$ cat src/rtl/vc_req_to_port_req.sv
// Folds per-VC allocator grants into per-port switch-allocator requests, all registered.
// Optional VC_GRANT_ONEHOT_CHECK_EN adds grant_err flagging multi-hot grant rows.
module vc_req_to_port_req #(
  parameter int unsigned NUM_PORTS = 5,
  parameter int unsigned NUM_VC    = 2,
  localparam int unsigned V        = NUM_PORTS * NUM_VC,
  localparam int unsigned PW       = $clog2(NUM_PORTS)
) (
  input  logic                         clk,
  input  logic                         rst_n,
  input  logic [V-1:0][V-1:0]          vc_grants,
  output logic [NUM_PORTS-1:0]         port_req [NUM_PORTS-1:0],
  output logic [V-1:0]                 vc_req_valid,
  output logic [V-1:0][PW-1:0]         vc_out_port
`ifdef VC_GRANT_ONEHOT_CHECK_EN
  ,
  output logic [V-1:0]                 grant_err
`endif
);

  logic [NUM_PORTS-1:0] port_req_d [NUM_PORTS-1:0];
  logic [V-1:0]         vc_req_valid_d;
  logic [V-1:0][PW-1:0] vc_out_port_d;

  always_comb begin
    for (int p = 0; p < NUM_PORTS; p++) begin
      port_req_d[p] = '0;
    end
    vc_req_valid_d = '0;
    vc_out_port_d  = '0;
    for (int v = 0; v < V; v++) begin
      vc_req_valid_d[v] = |vc_grants[v];
      // Scan downwards so the lowest set grant bit is the last one written.
      for (int o = V - 1; o >= 0; o--) begin
        if (vc_grants[v][o]) begin
          vc_out_port_d[v] = PW'(unsigned'(o) / NUM_VC);
        end
      end
      for (int o = 0; o < V; o++) begin
        if (vc_grants[v][o]) begin
          port_req_d[unsigned'(v) / NUM_VC][unsigned'(o) / NUM_VC] = 1'b1;
        end
      end
    end
  end

  always_ff @(posedge clk or negedge rst_n) begin
    if (!rst_n) begin
      for (int p = 0; p < NUM_PORTS; p++) begin
        port_req[p] <= '0;
      end
      vc_req_valid <= '0;
      vc_out_port  <= '0;
    end else begin
      for (int p = 0; p < NUM_PORTS; p++) begin
        port_req[p] <= port_req_d[p];
      end
      vc_req_valid <= vc_req_valid_d;
      vc_out_port  <= vc_out_port_d;
    end
  end

`ifdef VC_GRANT_ONEHOT_CHECK_EN
  logic [V-1:0] grant_err_d;

  always_comb begin
    grant_err_d = '0;
    for (int v = 0; v < V; v++) begin
      // x & (x-1) clears the lowest set bit; anything left means multi-hot.
      grant_err_d[v] = |(vc_grants[v] & (vc_grants[v] - V'(1)));
    end
  end

  always_ff @(posedge clk or negedge rst_n) begin
    if (!rst_n) begin
      grant_err <= '0;
    end else begin
      grant_err <= grant_err_d;
    end
  end
`endif

endmodule

$ cat config.mk
export PLATFORM = sky130hd
export DESIGN_NAME = vc_req_to_port_req
export DESIGN_NICKNAME = d
export VERILOG_FILES = /design/src/rtl/vc_req_to_port_req.sv
export SDC_FILE = /design/constraint.sdc
export NUM_CORES = 1
export LEC_CHECK = 0
export BUFFER_PORTS_ARGS = -buffer_cell sky130_fd_sc_hd__buf_4
export CAP_MARGIN = 5
export CORE_UTILIZATION = 44
export DETAILED_ROUTE_END_ITERATION = 10
export HOLD_SLACK_MARGIN = 0.12
export PLACE_DENSITY = 0.88
export REMOVE_ABC_BUFFERS = 1
export SLEW_MARGIN = 25
export SYNTH_ARGS = -nofsm -noshare
export SYNTH_HDL_FRONTEND = slang
export SYNTH_SLANG_ARGS = --single-unit
$ cat constraint.sdc
create_clock -name clk -period 1 [get_ports clk]
set_clock_uncertainty 0.15 [all_clocks]
set_input_delay 0.05 -clock clk [delete_from_list [all_inputs] [get_ports clk]]
set_output_delay 0.05 -clock clk [all_outputs]
set_load 0.01 [all_outputs]
**Yosys cells after proc, flatten, opt, wreduce, memory -nomap -nowiden**

Cells that the tools add are included.

- Multiplexer cells: 200
- Reductions and logical operators: 10

Operator list:

| operator | number |
|---|---|
| 2-to-1 mux 3 bit | 100 |
| 2-to-1 mux 1 bit | 100 |
| OR reduction 10 bit | 10 |

- Flip-flop bits (word level): 65
- Input bits: 102

**Longest topological paths before layout**

- Depth after elaboration: 10
- Gate-level depth with buffers: 3

**Worst setup path after synthesis**

No wires, ideal clock.

- Path type: input-to-reg
- Start: in vc_grants[1] (netlist bit)
- End: reg port_req[0] (netlist bit)
- Library setup time: 139 ps
- Arrival: 544 ps
- Required time: 711 ps
- Path slack: 167 ps
- Cell stages on the path: 1
- Path buffers: 0
- Path through: or4_1

- Word-level cells in the longest chain between the ends: 3

RTL lines:

| element | line | text |
|---|---|---|
| from (decl) | 11 | `input logic [V-1:0][V-1:0] vc_grants,` |
| 2-to-1 mux 1 bit (3 in series) | 40 | `if (vc_grants[v][o]) begin` |
| to (signal, indexed assignment) | 56 | `port_req[p] <= port_req_d[p];` |
| to (decl) | 12 | `output logic [NUM_PORTS-1:0] port_req [NUM_PORTS-1:0],` |

Every way passes these cells.

**Worst setup path in the final report**

- Start: reg vc_out_port[0] (netlist bit)
- End: out vc_out_port[0] (netlist bit)

RTL lines:

| element | line | text |
|---|---|---|
| from (decl) | 14 | `output logic [V-1:0][PW-1:0] vc_out_port` |
| from (signal assigned) | 59 | `vc_out_port <= vc_out_port_d;` |

No word-level cell between the ends.

==> results.txt <==
- Compared with the post-synthesis result, the final layout area differs by 90.85%.
- Dpl ws: -0.02513 ns
* Detailed-placement wirelength estimate: 5.232 mm
- Routability-driven placement finished with a final weighted congestion of 0.8156.
- CTS H-tree lvls: 3
- For this design the ratio of total power to cell area is 1268 nW/µm².
- For this run, the number of Yosys warnings is 0.
- The hold violation count in the final report came to 52.
- The share of total power dissipated in combinational logic is 0.159.
* Net switching power of the design: 1.474 mW
- In this run the tool buffered the top-level ports with 166 buffer cells.
- Number of buffers created by CTS: 9
- Die boundary width: 76.37 µm
- VDD sags by at most 0.0009938 V.
* Clock-pin slew on the worst setup and hold paths: 0.08 ns
- Clk buf depth: 2
- The number of antenna diodes in the final layout is 0.
- Final-stage net count: 518
- Height of the die: 76.37 µm
- RSZ-0062 raised after global routing: yes
- Critical path class: flip-flop to primary output
* Internal Power: 4.418 mW
* Total of max-cap violations: 0
* Total placed cells including tap cells: 439
- Run status: finished with violations
* Sequential cell area fraction in the yosys report: 0.6684
- Adding up every negative setup slack in the final design gives -2.828 ns.
- In this run the cell area of the synthesized design comes to 2434 µm².
* Hold Crit Class: input port to flip-flop
- After synthesis, the mean cell area works out to 12.17 µm².
- Std-Cell Core Area: 5205 µm²
* Data arrival time of the critical path: 0.87 ns
- STA classifies the critical path startpoint as a flip-flop.
- Largest stage delay on the critical path: 0.40 ns
- Boundary pin count: 167
- For this design, the sink count on the clock tree is 65.
- At the pin with the least slew margin, the transition time is 0.4928 ns.
- Share of cells above drive strength 1: 0.5083
- For this run, the top clock speed supported by timing is 0.9341 GHz.
* Total routing usage reported by global routing: 0.3280
* Average vias per placed instance: 5.332
- In this run the number of cells on the critical path is 1.
* Total via count after detailed routing: 2618
* Worst path slowest cell: sky130_fd_sc_hd__dfrtp_1
- The synthesized netlist contains 9 unique library cells.
- Wire length reported by the detailed router: 9.211 mm
- The number of global-route vias before repair was 2899.
- Of the total power, the share spent switching nets is 0.2502.
- In this run the tightest slew margin relative to its limit is 0.6687.
- Total congestion overflow: 0
- The root buffer cell chosen for the clock tree is sky130_fd_sc_hd__clkbuf_8.
* Post-CTS setup buffers: 0
* Iteration count of the initial detailed-routing pass: 4
- Critical path buffer and inverter count: 1
* Antenna violations before repair: 0
- Initial Utilization: 0.4675
* Least setup slack across all paths after layout: -0.07057 ns
- Subtracting the final worst setup slack from the clock period gives 1.071 ns.
* Final setup violation count: 71
* Min-delay src: vc_grants[80]
- Critical-path cell list: buf_6
- Start point of the critical path: vc_out_port[0]
- Antenna viol nets, final: 0
- Of the available clock period, the critical path in the final layout requires 1.071.
* Sequential power share: 0.461
* Static leakage: 2.076 nW
- Fraction of power consumed by the clock network: 0.380
- Violations in the final reports: hold timing, setup timing
- Required time at the worst-slack endpoint: 0.80 ns
- Final-report max-slew violation count: 0
- Final routed DRC violation total: 0
- Standard-cell rows: 26
* Cell family contributing the most delay on the critical path: flip-flops
- Average wire length per cell after detail routing: 18.76 µm
- For this run, the number of standard cells in the final layout without fillers is 491.
- Worst hold margin: -0.2705 ns
* Largest fanout on the critical path: 1
* Maximum number of pins on one net before global-route repair: 66
* Global-route wire length before repair: 14.33 mm
- TritonCTS built the clock tree.
- Flops & latches, synth: 65
- The worst setup path is captured at a primary output.
- Cells after synthesis: 200
- The die covers 5832 µm².
- Along the worst hold path, the cell count comes to 2.
- Violation count after the first detailed-route iteration: 114
synth_stat cells, drive strengths merged:
library cell / n / share of area
a211oi: 10 / 0.031
dfrtp: 65 / 0.67
nand2: 25 / 0.039
nand3: 10 / 0.021
nor2: 40 / 0.062
nor2b: 10 / 0.026
nor4: 20 / 0.10
o21ai: 10 / 0.021
or4: 10 / 0.031
flip-flops by register name, summed over array words and instances (netlist names):
| name | flops |
|---|---|
| vc_req_valid | 10 |
| vc_out_port | 30 |
| port_req | 25 |
placed cells by master, fill, tap and decap left out, drive strengths merged, types with 4 or more instances in the layout:
cell type,instances
a211oi,10
buf,169
clkbuf,10
clkinv,4
dfrtp,65
dlygate4sd3,35
nand2,25
nand3,10
nor2,40
nor2b,10
nor4,20
o21ai,10
or4,10
kinds of logic (layout without fill, tap and decap cells):
family,count (synthesis),in the layout,share of synthesized area
simple gates,115,115,0.2802
flops,65,65,0.6684
compound gates,20,20,0.05141
buf+inv,0,221,0
per-layer routing:
metal	vias up	GRT usage	wire [µm]
li1	1144	-	-
met1	1296	0.3470	3220
met4	0	0.1442	257
met2	156	0.5829	4894
met3	22	0.1186	839
met5	-	0	0
power groups by stage:
stage	clock (mW)	combinational, mW	sequential, mW
2_1_floorplan	0	0.116	2.79
5_1_grt	2.38	1.00	2.72
3_5_place_dp	0	0.731	2.75
4_1_cts	2.20	0.877	2.71
3_3_place_gp	0	0.709	2.75
6_report	2.24	0.938	2.72
worst paths after layout:
path                                   end  slack, ns
max                         vc_out_port[0]      -0.07
min in group asynchronous  vc_req_valid[1]       0.10
max in group asynchronous  vc_out_port[10]       0.32
min                        vc_out_port[24]      -0.27
timing repair:
action / in CTS / in global routing
hold buffers: 37 / 1
endpoints found under the hold margin: 130 / 52
pin swaps: 0 / 2
gates resized for setup: 65 / 13
setup endpoints to repair: 65 / 81
stage by stage:
step / hold slack [ns] / instance area, µm² / power [mW] / utilization
final: -0.2705 / 4644 / 5.891 / 0.8923
after global routing: -0.2789 / 4644 / 6.104 / 0.8923
after global placement: -0.07832 / 3802 / 3.460 / 0.7305
after CTS: -0.2764 / 4612 / 5.796 / 0.8861
after detailed placement: -0.07735 / 3802 / 3.484 / 0.7305
after floorplan: -0.3956 / 2434 / 2.902 / -
final cells by class:
| class | count | area [µm²] |
|---|---|---|
| multi-input combinational | 135 | 843.3 |
| fill | 223 | 560.5 |
| clock inverter | 6 | 57.56 |
| clock buffer | 10 | 137.6 |
| timing repair buffer | 205 | 1892 |
| tap | 70 | 87.58 |
| sequential | 65 | 1627 |
(Power assumes the default switching activity.)
